`config.mk`:
```
export PLATFORM = sky130hd
export DESIGN_NAME = alarm_controller
export DESIGN_NICKNAME = d
export VERILOG_FILES = /design/src/rtl/alarm_pkg.sv /design/src/rtl/time_add_wrap.sv /design/src/rtl/alarm_controller.sv
export SDC_FILE = /design/constraint.sdc
export NUM_CORES = 1
export LEC_CHECK = 0
export CAP_MARGIN = 10
export CORE_ASPECT_RATIO = 0.7
export CORE_MARGIN = 3
export CORE_UTILIZATION = 40
export DETAILED_ROUTE_END_ITERATION = 10
export GPL_TIMING_DRIVEN = 0
export PLACE_DENSITY = 0.67
export SYNTH_ARGS = -nofsm -noshare
export SYNTH_HDL_FRONTEND = slang
export SYNTH_SLANG_ARGS = --single-unit
```
`constraint.sdc`:
```
create_clock -name clk -period 3.2 [get_ports clk]
set_input_delay 0.64 -clock clk [delete_from_list [all_inputs] [get_ports clk]]
set_output_delay 0.64 -clock clk [all_outputs]
set_load 0.02 [all_outputs]
```
`src/rtl/alarm_pkg.sv`:
```
// Shared alarm types: FSM state encoding and time-of-day limits.
package alarm_pkg;

  typedef enum logic [1:0] {
    ST_IDLE    = 2'b00,
    ST_ARMED   = 2'b01,
    ST_RINGING = 2'b10,
    ST_SNOOZE  = 2'b11
  } state_e;

  localparam logic [7:0] MAX_HR  = 8'd23;
  localparam logic [7:0] MAX_MIN = 8'd59;

  // True when hr:min is a legal time of day.
  function automatic logic time_valid(input logic [7:0] hr, input logic [7:0] mn);
    return (hr <= MAX_HR) && (mn <= MAX_MIN);
  endfunction

endpackage

```
`src/rtl/time_add_wrap.sv`:
```
// Combinational hr:min + add_min minutes, wrapping minutes at 60 and hours at 24.
// Assumes a legal input time and add_min in 0..59, so at most one carry occurs.
module time_add_wrap
  import alarm_pkg::*;
(
  input  logic [7:0] hr_in,
  input  logic [7:0] min_in,
  input  logic [7:0] add_min,
  output logic [7:0] hr_out,
  output logic [7:0] min_out
);

  logic [7:0] min_sum;
  logic [7:0] hr_sum;

  // Add minutes, carry into the hour, then wrap the hour past midnight.
  always_comb begin
    min_sum = min_in + add_min;
    hr_sum  = hr_in;
    if (min_sum > MAX_MIN) begin
      min_sum = min_sum - 8'd60;
      hr_sum  = hr_in + 8'd1;
    end
    if (hr_sum > MAX_HR) begin
      hr_sum = hr_sum - 8'd24;
    end
    min_out = min_sum;
    hr_out  = hr_sum;
  end

endmodule

```
`src/rtl/alarm_controller.sv`:
```
// Alarm stage: compares time-of-day against a programmed alarm time and drives
// the ring request with snooze, snooze limit, stop and ring auto-timeout.
module alarm_controller
  import alarm_pkg::*;
#(
  parameter int unsigned SNOOZE_MIN       = 5,
  parameter int unsigned MAX_SNOOZE       = 3,
  parameter int unsigned RING_TIMEOUT_SEC = 60
) (
  input  logic       clk,
  input  logic       reset,
  input  logic       tick_1hz,
  input  logic [7:0] countHr,
  input  logic [7:0] countMin,
  input  logic [7:0] countSec,
  input  logic       alarm_en,
  input  logic       set_alarm,
  input  logic [7:0] alarm_hr_in,
  input  logic [7:0] alarm_min_in,
  input  logic       snooze,
  input  logic       stop,
  output logic       alarm_ring,
  output logic       snooze_active,
  output logic [7:0] alarm_hr,
  output logic [7:0] alarm_min,
  output logic       set_err
);

  localparam logic [7:0] SNOOZE_MIN_W = 8'(SNOOZE_MIN);
  localparam logic [7:0] MAX_SNOOZE_W = 8'(MAX_SNOOZE);
  localparam logic [7:0] TIMEOUT_W    = 8'(RING_TIMEOUT_SEC);

  state_e     state_q, state_d;
  logic [7:0] alarm_hr_q, alarm_hr_d;
  logic [7:0] alarm_min_q, alarm_min_d;
  logic [7:0] snz_hr_q, snz_hr_d;
  logic [7:0] snz_min_q, snz_min_d;
  logic [7:0] snooze_cnt_q, snooze_cnt_d;
  logic [7:0] ring_cnt_q, ring_cnt_d;
  logic       alarm_ring_q, alarm_ring_d;
  logic       set_err_q, set_err_d;

  logic [7:0] snz_hr_next;
  logic [7:0] snz_min_next;
  logic [7:0] ring_cnt_inc;
  logic       set_ok;
  logic       at_sec0;
  logic       alarm_match;
  logic       snz_match;

  time_add_wrap u_snz_add (
    .hr_in   (countHr),
    .min_in  (countMin),
    .add_min (SNOOZE_MIN_W),
    .hr_out  (snz_hr_next),
    .min_out (snz_min_next)
  );

  // Next-state logic; the if/else order inside each state encodes event priority.
  always_comb begin
    state_d      = state_q;
    alarm_hr_d   = alarm_hr_q;
    alarm_min_d  = alarm_min_q;
    snz_hr_d     = snz_hr_q;
    snz_min_d    = snz_min_q;
    snooze_cnt_d = snooze_cnt_q;
    ring_cnt_d   = ring_cnt_q;
    set_err_d    = 1'b0;

    set_ok       = set_alarm && time_valid(alarm_hr_in, alarm_min_in);
    at_sec0      = tick_1hz && (countSec == 8'd0);
    alarm_match  = at_sec0 && (countHr == alarm_hr_q) && (countMin == alarm_min_q);
    snz_match    = at_sec0 && (countHr == snz_hr_q) && (countMin == snz_min_q);
    ring_cnt_inc = ring_cnt_q + 8'd1;

    if (set_ok) begin
      alarm_hr_d  = alarm_hr_in;
      alarm_min_d = alarm_min_in;
    end else if (set_alarm) begin
      set_err_d = 1'b1;
    end

    if (!alarm_en) begin
      state_d      = ST_IDLE;
      snooze_cnt_d = '0;
    end else begin
      case (state_q)
        ST_IDLE: state_d = ST_ARMED;
        ST_ARMED: begin
          if (alarm_match) begin
            state_d    = ST_RINGING;
            ring_cnt_d = '0;
          end
        end
        ST_RINGING: begin
          if (set_ok || stop) begin
            state_d      = ST_ARMED;
            snooze_cnt_d = '0;
          end else if (tick_1hz && (ring_cnt_inc >= TIMEOUT_W)) begin
            state_d      = ST_ARMED;
            snooze_cnt_d = '0;
          end else if (snooze) begin
            if (snooze_cnt_q < MAX_SNOOZE_W) begin
              state_d      = ST_SNOOZE;
              snz_hr_d     = snz_hr_next;
              snz_min_d    = snz_min_next;
              snooze_cnt_d = snooze_cnt_q + 8'd1;
            end else begin
              state_d      = ST_ARMED;
              snooze_cnt_d = '0;
            end
          end else if (tick_1hz) begin
            ring_cnt_d = ring_cnt_inc;
          end
        end
        ST_SNOOZE: begin
          if (set_ok || stop) begin
            state_d      = ST_ARMED;
            snooze_cnt_d = '0;
          end else if (snz_match) begin
            state_d    = ST_RINGING;
            ring_cnt_d = '0;
          end
        end
        default: state_d = ST_IDLE;
      endcase
    end

    // Ring follows the next state so it rises on the edge that enters RINGING.
    alarm_ring_d = (state_d == ST_RINGING);
  end

  // State and output registers with synchronous reset.
  always_ff @(posedge clk) begin
    if (reset) begin
      state_q      <= ST_IDLE;
      alarm_hr_q   <= '0;
      alarm_min_q  <= '0;
      snz_hr_q     <= '0;
      snz_min_q    <= '0;
      snooze_cnt_q <= '0;
      ring_cnt_q   <= '0;
      alarm_ring_q <= 1'b0;
      set_err_q    <= 1'b0;
    end else begin
      state_q      <= state_d;
      alarm_hr_q   <= alarm_hr_d;
      alarm_min_q  <= alarm_min_d;
      snz_hr_q     <= snz_hr_d;
      snz_min_q    <= snz_min_d;
      snooze_cnt_q <= snooze_cnt_d;
      ring_cnt_q   <= ring_cnt_d;
      alarm_ring_q <= alarm_ring_d;
      set_err_q    <= set_err_d;
    end
  end

  assign alarm_ring    = alarm_ring_q;
  assign snooze_active = (state_q == ST_SNOOZE);
  assign alarm_hr      = alarm_hr_q;
  assign alarm_min     = alarm_min_q;
  assign set_err       = set_err_q;

endmodule

```
==> impl_metrics.env, run 1 <==
export IMPL_cp_required_ps=3380
export IMPL_synth_top_area_share_pct=32.3
export IMPL_setup_viol=0
export IMPL_numPortBuffers=55
export IMPL_worst_pin_slew_ps=589
export IMPL_via_per_inst=5.45
export IMPL_start_util_pct=42.7
export IMPL_path_buf_inv=2
export IMPL_ios=66
export IMPL_vias=2920
export IMPL_grt_pass1_wl_um=14000
export IMPL_cts_root_buffer="clkbuf_16"
export IMPL_async_flop_share_pct=0
export IMPL_hold_end="snooze_cnt_q[7]$_SDFFE_PP0P_"
export IMPL_path_clk_slew_ps=70
export IMPL_ys_seq_area_share_pct=32.3
export IMPL_clk_latency_ps=290
export IMPL_crit_start="countMin[1]"
export IMPL_clockBufferDepth=2
export IMPL_areaGrowthSynthToFinish_pct=28.9
export IMPL_cp_slowest_cell="a311o_1"
export IMPL_hp_class="reg -> reg"
export IMPL_synth_warnings=0
export IMPL_drc=0
export IMPL_hp_start="snooze_cnt_q[7]$_SDFFE_PP0P_"
export IMPL_whs_ps=453
export IMPL_dp_hpwl_um=6560
export IMPL_r2r_cells=9
export IMPL_path_cells="clkbuf_4, ha_4, xnor2_4, ha_4, nand2_1, mux2i_1, o2111ai_2, nand2_2, buf_6, and4_4, xor2_2, ha_2, nor4bb_1, a311o_1"
export IMPL_power_density_nw_per_um2=348
export IMPL_design_area_um2=4150
export IMPL_path_max_fanout=10
export IMPL_synth_seq_cells=52
export IMPL_grt_max_degree=16
export IMPL_max_cap_violations=0
export IMPL_die_w_um=113
export IMPL_postRouteAntennaNets=0
export IMPL_rr_startpoint="ring_cnt_q[0]$_SDFFE_PP0P_"
export IMPL_clock_skew_ps=5.51
export IMPL_drtIter0Drc=203
export IMPL_antenna_found_initial=0
export IMPL_cts_max_level=2
export IMPL_end_kind="register"
export IMPL_synth_area_per_cell_um2=8.68
export IMPL_synthCells=371
export IMPL_regToRegSetupSlack_ps=500
export IMPL_cpMostUsedCell="ha_4"
export IMPL_worstPathArrival_ps=3270
export IMPL_r2r_end="snz_hr_q[4]$_SDFFE_PP0P_"
export IMPL_period_share_pct=96.7
export IMPL_gp_congestion=0.898
export IMPL_final_nets=492
export IMPL_num_antenna_cells=0
export IMPL_slew_violations=0
export IMPL_drive_gt1_share_pct=11.0
export IMPL_cp_top_family="adder cells"
export IMPL_grt_use_total_pct=19.0
export IMPL_synth_nets=426
export IMPL_die_y_um=81.1
export IMPL_power_leakage_uw=0.00156
export IMPL_cts_hold_buf=0
export IMPL_synth_edf_count=0
export IMPL_grt_ovfl_total=0
export IMPL_wl_um=8510
export IMPL_numCtsBuffers=5
export IMPL_max_stage_delay_ps=310
export IMPL_max_freq_mhz=323
export IMPL_wl_per_cell_um=15.9
export IMPL_worstHoldPathCells=2
export IMPL_vdd_ir_drop_worst_mv=0.208
export IMPL_grt_pass1_vias=2827
export IMPL_syn_cell_area_um2=3220
export IMPL_fin_crit_ps=3090
export IMPL_yosysTopAreaCell="dfxtp_1"
export IMPL_first_pass_iters=4
export IMPL_synth_ff_type="dfxtp_1"
export IMPL_rows=26
export IMPL_maxSlewHeadroom_pct=60.4
export IMPL_crit_type="in -> reg"
export IMPL_dieArea_um2=9180
export IMPL_hold_viol=0
export IMPL_postPlaceCellArea_um2=3920
export IMPL_yosysUniqueCellTypes=60
export IMPL_status="finished clean"
export IMPL_placeableCoreArea_um2=7550
export IMPL_fill_cells=675
export IMPL_tritoncts="done"
export IMPL_cp_start_kind="input port"
export IMPL_cts_sinks=52
export IMPL_synthTopCellsByArea="dfxtp_1 32%, xnor2_1 13%, mux2i_1 6.2%, nor2_1 5.2%, ha_1 3.1%"
per-stage QoR:
| stage | setup WS, ps | std cells | TNS [ps] | total power [uW] | utilization (%) |
|---|---|---|---|---|---|
| floorplan | 17.6 | 371 | 0 | 809 | - |
| global placement | -983 | 524 | -5240 | 894 | 51.9 |
| detailed placement | -1050 | 524 | -6380 | 898 | 51.9 |
| CTS | 96.5 | 536 | 0 | 1450 | 54.6 |
| global route | -6.71 | 536 | -11.8 | 1510 | 55.0 |
| finish | 106 | 536 | 0 | 1440 | 55.0 |
state kept, by name, indices dropped and copies added, names as in the netlist:
signal        count
ring_cnt_q        8
snooze_cnt_q      8
state_q           2
alarm_hr          8
set_err           1
alarm_min         8
alarm_ring        1
snz_min_q         8
snz_hr_q          8
worst max-delay path by stage:
stage	endpoint	slack, ps	depth (start not counted)
2_1_floorplan	snz_hr_q[4]$_SDFFE_PP0P_	20	14
3_3_place_gp	snz_hr_q[4]$_SDFFE_PP0P_	-980	14
3_5_place_dp	snz_hr_q[4]$_SDFFE_PP0P_	-1050	14
4_1_cts	snz_hr_q[4]$_SDFFE_PP0P_	100	14
5_1_grt	snz_hr_q[7]$_SDFFE_PP0P_	-7	15
6_report	snz_hr_q[4]$_SDFFE_PP0P_	110	14
cell usage after synthesis (all sizes together), types with 2 or more instances:
master   count
a211oi       9
a21boi       2
a21o         2
a21oi       13
a31oi        3
and2         5
and3        15
and4         2
buf          7
clkbuf      15
dfxtp       52
ha           8
inv          5
mux2i       20
nand2       18
nand2b       7
nand3       12
nand3b       4
nand4       15
nor2        45
nor2b        6
nor3         3
nor4         5
nor4b        3
o2111ai      2
o211ai       5
o21ai       14
o31ai        2
or2          2
xnor2       48
xor2         4
per-layer routing:
| metal | vias up | track usage, % | routed length [um] |
|---|---|---|---|
| li1 | 1456 | - | - |
| met1 | 1389 | 27.6 | 4410 |
| met2 | 68 | 28.8 | 3540 |
| met3 | 7 | 4.77 | 497 |
| met4 | 0 | 3.36 | 57 |
| met5 | - | 0 | 0 |
timing repair:
| item | in CTS | in global routing |
|---|---|---|
| resized for setup | 14 | 11 |
| cloned | 0 | 0 |
| pin swaps | 3 | 1 |
| setup endpoints to repair | 6 | 12 |
| buffers inserted | 4 | 0 |
power by group:
group / switching [uW] / internal, uW / leakage (uW) / total (uW)
Sequential: 1.21 / 649 / 0.000419 / 650
Combinational: 125 / 125 / 0.00108 / 250
Clock: 232 / 312 / 0.0000701 / 544
cell families after synthesis:
family	share of synthesized area [%]
buf+inv	3.85
fa+ha+maj	3.11
flops	32.3
mux	6.68
simple gates	24.2
compound gates	15.2
xor+xnor	14.6
cell usage in the layout (no fill, tap or decap), drive strengths merged, types with 8 or more instances in the layout:
master	instances
buf	11
mux2i	20
xnor2	48
clkdlybuf4s50	53
nand2	18
and3	15
a211oi	9
clkbuf	24
nand4	15
ha	8
o21ai	14
a21oi	13
nor2	45
nand3	12
dfxtp	52
worst register-to-register path, delay by kind of cell (launching register included):
kind	cells	cell delay, ps
AO/OA/AOI/OAI	4	640
adder cells (fa/ha/maj)	1	260
buffers and inverters	1	200
flip-flops	1	410
AND/OR/NAND/NOR	3	1140
area by class of cell:
type | count | area, um2 | area share (%)
clock inverter | 1 | 7.51 | 0.181
buffer | 22 | 108 | 2.59
clock buffer | 7 | 143 | 3.43
multi-input combinational | 292 | 2140 | 51.5
timing repair buffer | 59 | 576 | 13.9
sequential | 52 | 1040 | 25.1
tap | 98 | 123 | 2.95
inverter | 5 | 18.8 | 0.452
Power figures use the tool's default switching activity.
==> run 2, diff against run 1 <==
--- a/config.mk
+++ b/config.mk
@@ -6,7 +6,7 @@
 export NUM_CORES = 1
 export LEC_CHECK = 0
 export CAP_MARGIN = 10
-export CORE_ASPECT_RATIO = 0.7
+export CORE_ASPECT_RATIO = 1.1
 export CORE_MARGIN = 3
 export CORE_UTILIZATION = 40
 export DETAILED_ROUTE_END_ITERATION = 10
==> run 2 against run 1 <==
Clock power fell by 0.7%. Fmax rose by 0.33%. Register-to-register slack improved by 50 ps. Worst setup slack improved by 10 ps. Largest cell class unchanged. Critical path type unchanged. Core utilization fell by 1.1 points. Via count fell by 1.3%. Critical path depth did not move. Total power fell by 0.88%.
==> impl_metrics.env, run 2 (synthesis gave the netlist of run 1 again) <==
export IMPL_postRouteAntennaNets=0
export IMPL_cts_root_buffer="clkbuf_8"
export IMPL_final_cell_mix="53 x clkdlybuf4s50_1, 52 x dfxtp_1, 45 x nor2_1"
export IMPL_die_y_um=100
export IMPL_max_freq_mhz=324
export IMPL_power_density_nw_per_um2=348
export IMPL_fin_crit_ps=3080
export IMPL_end_kind="register"
export IMPL_rsz0062_at_grt="true"
export IMPL_period_share_pct=96.4
export IMPL_crit_type="in -> reg"
export IMPL_max_cap_violations=0
export IMPL_via_per_inst=5.33
export IMPL_hp_class="reg -> reg"
export IMPL_start_util_pct=42.2
export IMPL_worst_pin_slew_ps=589
export IMPL_numCtsBuffers=5
export IMPL_design_area_um2=4120
export IMPL_status="finished clean"
export IMPL_grt_ovfl_total=0
export IMPL_final_nets=491
export IMPL_clock_skew_ps=5.77
export IMPL_tritoncts="done"
export IMPL_numPortBuffers=55
export IMPL_setup_viol=0
export IMPL_wl_per_cell_um=15.6
export IMPL_clockBufferDepth=2
export IMPL_num_antenna_cells=0
export IMPL_slew_violations=0
export IMPL_maxSlewHeadroom_pct=60.4
export IMPL_cp_required_ps=3410
export IMPL_dp_hpwl_um=6460
export IMPL_hold_viol=0
export IMPL_postPlaceCellArea_um2=3930
export IMPL_layout_commonest_cell="clkdlybuf4s50_1"
export IMPL_vdd_ir_drop_worst_mv=0.155
export IMPL_whs_ps=455
export IMPL_grt_pass1_vias=2871
export IMPL_worstPathArrival_ps=3300
export IMPL_dieArea_um2=9170
export IMPL_power_leakage_uw=0.00154
export IMPL_drc=0
export IMPL_cts_max_level=2
export IMPL_ios=66
export IMPL_rows=33
export IMPL_grt_max_degree=16
export IMPL_die_w_um=91.6
export IMPL_drtIter0Drc=82
export IMPL_vias=2883
export IMPL_cp_start_kind="input port"
export IMPL_grt_pass1_wl_um=13900
export IMPL_antenna_found_initial=0
export IMPL_clk_latency_ps=310
export IMPL_gp_congestion=0.898
export IMPL_path_clk_slew_ps=100
export IMPL_areaGrowthSynthToFinish_pct=27.8
export IMPL_path_max_fanout=10
export IMPL_cts_sinks=52
export IMPL_power_uw=1430
export IMPL_drive_gt1_share_pct=10.3
export IMPL_grt_use_total_pct=18.7
export IMPL_first_pass_iters=4
export IMPL_final_instance_count_excl_fill=541
export IMPL_placedCellCount=531
export IMPL_wl_um=8410
export IMPL_placeableCoreArea_um2=7640
==> run 2: final timing paths <==
| path | slack, ps | endpoint | startpoint | cells after the start |
|---|---|---|---|---|
| max | 120 | snz_hr_q[4]$_SDFFE_PP0P_ | countMin[1] | 14 |
| min | 460 | snooze_cnt_q[7]$_SDFFE_PP0P_ | snooze_cnt_q[7]$_SDFFE_PP0P_ | 2 |
| max reg2reg | 550 | snz_hr_q[4]$_SDFFE_PP0P_ | ring_cnt_q[0]$_SDFFE_PP0P_ | 9 |
| min reg2reg | 460 | snooze_cnt_q[7]$_SDFFE_PP0P_ | snooze_cnt_q[7]$_SDFFE_PP0P_ | 2 |
==> run 2: final cells by class <==
type	count	area (um2)
fillers	716	3520
multi-input cells	292	2120
flip-flops and latches	52	1040
repair buffers	58	568
well taps	105	131
plain buffers	22	106
clock buffers	5	68.8
clock inverters	2	60.1
inverters	5	18.8
==> run 2: power breakdown <==
group	internal (uW)	switching (uW)	total (uW)
logic	122	120	242
clock network	308	231	540
registers	649	1.12	650
total	1080	353	1430
==> run 2: stage by stage <==
stage               setup slack [ps]  util (%)  setup TNS (ps)
global placement               -1010      51.4           -5720
CTS                             70.6      53.5               0
floorplan                       17.6         -               0
detailed placement             -1070      51.4           -6390
global route                   -9.55      53.9           -9.55
finish                           116      53.9               0
==> run 2: metal layers <==
layer / part of all wire, % / vias to the layer above / wire length, um / track usage, %
met5: 0 / - / 0 / 0
met4: 1.2 / 0 / 97 / 4.06
met1: 45 / 1362 / 3760 / 23.1
li1: - / 1457 / - / -
met3: 4.1 / 8 / 341 / 3.90
met2: 50 / 56 / 4210 / 33.3
==> run 2: repair_timing <==
item | CTS | global route
hold endpoints to repair | 0 | 0
pin swaps | 4 | 2
resized for setup | 13 | 8
buffers inserted | 2 | 1
hold buffers | 0 | 0
gates cloned | 0 | 0
setup endpoints to repair | 7 | 6
==> run 2: critical path: stages <==
cell and delay (ps):
clkbuf_4 170, ha_4 200, xnor2_4 160, ha_2 220, nand2_1 70, mux2i_2 220
o2111ai_2 200, nand2_2 130, buf_6 150, and4_4 250, xor2_2 160, ha_2 290
nor4bb_1 120, a311o_1 310
==> edit, RTL diff (flow settings as in run 2) <==
Encoding of `state_e`: now one-hot (4 bits for 4 states).
--- a/src/rtl/alarm_pkg.sv
+++ b/src/rtl/alarm_pkg.sv
@@ -1,11 +1,11 @@
 // Shared alarm types: FSM state encoding and time-of-day limits.
 package alarm_pkg;
 
-  typedef enum logic [1:0] {
-    ST_IDLE    = 2'b00,
-    ST_ARMED   = 2'b01,
-    ST_RINGING = 2'b10,
-    ST_SNOOZE  = 2'b11
+  typedef enum logic [3:0] {
+    ST_IDLE    = 4'b0001,
+    ST_ARMED   = 4'b0010,
+    ST_RINGING = 4'b0100,
+    ST_SNOOZE  = 4'b1000
   } state_e;
 
   localparam logic [7:0] MAX_HR  = 8'd23;
Behaviour: same outputs for any inputs over 10 cycles, from zero or initial values and one cycle with reset high; not proved beyond that.
==> edit against run 2 <==
Design area increased by 9.9%; total power decreased by 5.1%; routed wire length increased by 12%; combinational power increased by 19%; utilization decreased by 0.37 points; synthesized area increased by 9.1%; setup slack got worse by 0.0071 ns; sequential cell count increased by 2.
==> edit: results (changes against run 2) <==
\begin{tabular}{lr}
\hline
Metric & Value \\
\hline
\multicolumn{2}{l}{\textbf{Global route}} \\
\quad GRT Overall Usage & 0.198 (+0.0117) \\
\quad Vias in the first global route & 3,264 (+14\%) \\
\quad Largest net degree at the start of global routing & 18 (+2) \\
\quad First-pass GRT wire length & 15.7 mm (+13\%) \\
\multicolumn{2}{l}{\textbf{Timing}} \\
\quad Final Skew & 0.0125 ns (+0.00674 ns) \\
\quad Transition time at the pin with the least slew margin & 0.705 ns (+0.116 ns) \\
\multicolumn{2}{l}{\textbf{Cells and area}} \\
\quad Share of post-route cells with drive strength above 1 & 0.167 (+0.0638) \\
\quad Layout Nets & 532 (+8.4\%) \\
\quad Final non-filler cell total & 590 (+9.1\%) \\
\multicolumn{2}{l}{\textbf{Routing}} \\
\quad Avg WL per Cell & 16.0 um (+2.7\%) \\
\quad Number of design-rule violations left by the first detailed-router iteration & 165 (+100\%) \\
\multicolumn{2}{l}{\textbf{Placement}} \\
\quad Half-perimeter wire length after detailed placement & 7.17 mm (+11\%) \\
\quad Routability-driven placement congestion ratio & 0.818 (-8.9\%) \\
\quad Cell count after placement & 569 (+7.2\%) \\
\multicolumn{2}{l}{\textbf{Worst setup path}} \\
\quad Delay of the slowest cell on the worst path & 0.27 ns (-0.04 ns) \\
\quad Slowest-stage cell, CP & ha\_2 \\
\quad Critical register-to-register path endpoint & snz\_hr\_q[0] \\
\quad Max FO, Critical Path & 8 (-2) \\
\quad Arrival time of the worst setup path & 3.27 ns (-0.03 ns) \\
\quad Cell depth of the worst flop-to-flop path & 11 (+2) \\
\quad Flop2flop setup slack & 0.66 ns (+0.11 ns) \\
\multicolumn{2}{l}{\textbf{Power}} \\
\quad Sw Pwr & 388 uW (+10\%) \\
\quad Total design power & 1.36 mW (-5.1\%) \\
\multicolumn{2}{l}{\textbf{Yosys}} \\
\quad Top area cells in the synthesized netlist & dfxtp\_1 (31\%), xnor2\_1 (7.7\%), xor2\_1 (5.5\%), nor2\_1 (5.3\%), mux2i\_1 (4.6\%) \\
\quad Nets in the synthesized netlist & 457 (+7.3\%) \\
\quad Most frequent cells after synthesis & dfxtp\_1 (54), nor2\_1 (50), xnor2\_1 (31) \\
\quad Sequential fraction of the synthesis area & 0.308 (-0.0154) \\
\multicolumn{2}{l}{\textbf{Worst hold path}} \\
\quad Hold Startpoint & ring\_cnt\_q[7] \\
\quad Worst Hold Path EP & ring\_cnt\_q[7] \\
\multicolumn{2}{l}{\textbf{Status}} \\
\quad Run status & finished clean \\
\hline
\end{tabular}
-- edit: worst register-to-register path: cells and delay by family, from the launching register on --
kind / cells / cell delay (ns)
fa+ha+maj: 1 / 0.26
buf+inv: 2 / 0.30
simple gates: 4 / 0.58
mux: 1 / 0.14
compound gates: 3 / 0.77
flops: 1 / 0.37
-- edit: through the flow --
stage / util / setup slack, ns / hold WS [ns] / cell area [um^2]
after floorplan: - / -0.0513 / 0.433 / 3560
after global placement: 0.503 / -1.09 / 0.454 / 4250
after detailed placement: 0.503 / -1.14 / 0.464 / 4250
after CTS: 0.526 / 0.00180 / 0.479 / 4450
after global routing: 0.535 / -0.0499 / 0.515 / 4520
final: 0.535 / 0.109 / 0.474 / 4520
-- edit: cells by family (layout without fill, tap and decap cells) --
family          Yosys count  in the layout  synth area share
compound gates           67             67             0.175
flops                    54             54             0.308
buf+inv                  31            107            0.0463
xor+xnor                 53             53             0.132
mux                      17             17            0.0520
fa+ha+maj                 7              7            0.0249
simple gates            174            174             0.261
-- edit: worst max-delay path by stage --
| stage | from | endpoint | cells after the start | slack [ns] |
|---|---|---|---|---|
| global route | countMin[1] | snz_hr_q[7] | 15 | -0.05 |
| CTS | countMin[2] | snz_hr_q[7] | 16 | 0.002 |
| finish | countMin[1] | snz_hr_q[7] | 15 | 0.11 |
| detailed placement | countMin[1] | snz_hr_q[7] | 16 | -1.14 |
| floorplan | countMin[0] | snz_hr_q[7] | 16 | -0.05 |
| global placement | countMin[1] | snz_hr_q[7] | 16 | -1.09 |
-- edit: per-layer routing --
| metal | part of all wire | global-route usage | vias to the layer above |
|---|---|---|---|
| li1 | - | - | 1583 |
| met1 | 0.42 | 0.250 | 1517 |
| met2 | 0.49 | 0.332 | 99 |
| met3 | 0.064 | 0.0384 | 14 |
| met4 | 0.020 | 0.0701 | 0 |
| met5 | 0 | 0 | - |
-- edit: area by class of cell --
cell class,count,area (um^2)
fillers,788,3930
clock inverters,3,18.8
repair buffers,68,651
well taps,111,139
inverters,7,26.3
plain buffers,24,143
clock buffers,5,68.8
flip-flops and latches,54,1080
multi-input cells,318,2390
-- edit: power groups by stage --
| stage | Clock (mW) | Combinational [mW] | Sequential (mW) |
|---|---|---|---|
| 2_1_floorplan | 0 | 0.160 | 0.693 |
| 3_3_place_gp | 0 | 0.252 | 0.692 |
| 3_5_place_dp | 0 | 0.254 | 0.692 |
| 4_1_cts | 0.405 | 0.272 | 0.676 |
| 5_1_grt | 0.431 | 0.313 | 0.677 |
| 6_report | 0.394 | 0.288 | 0.676 |
-- edit: timing repair --
item                                    4_1_cts  5_1_grt
hold buffers                                  0        0
setup buffers                                 9        4
gates resized for setup                      15       10
endpoints found under the setup margin        6        8
cloned                                        0        0
pin swaps                                     5       11
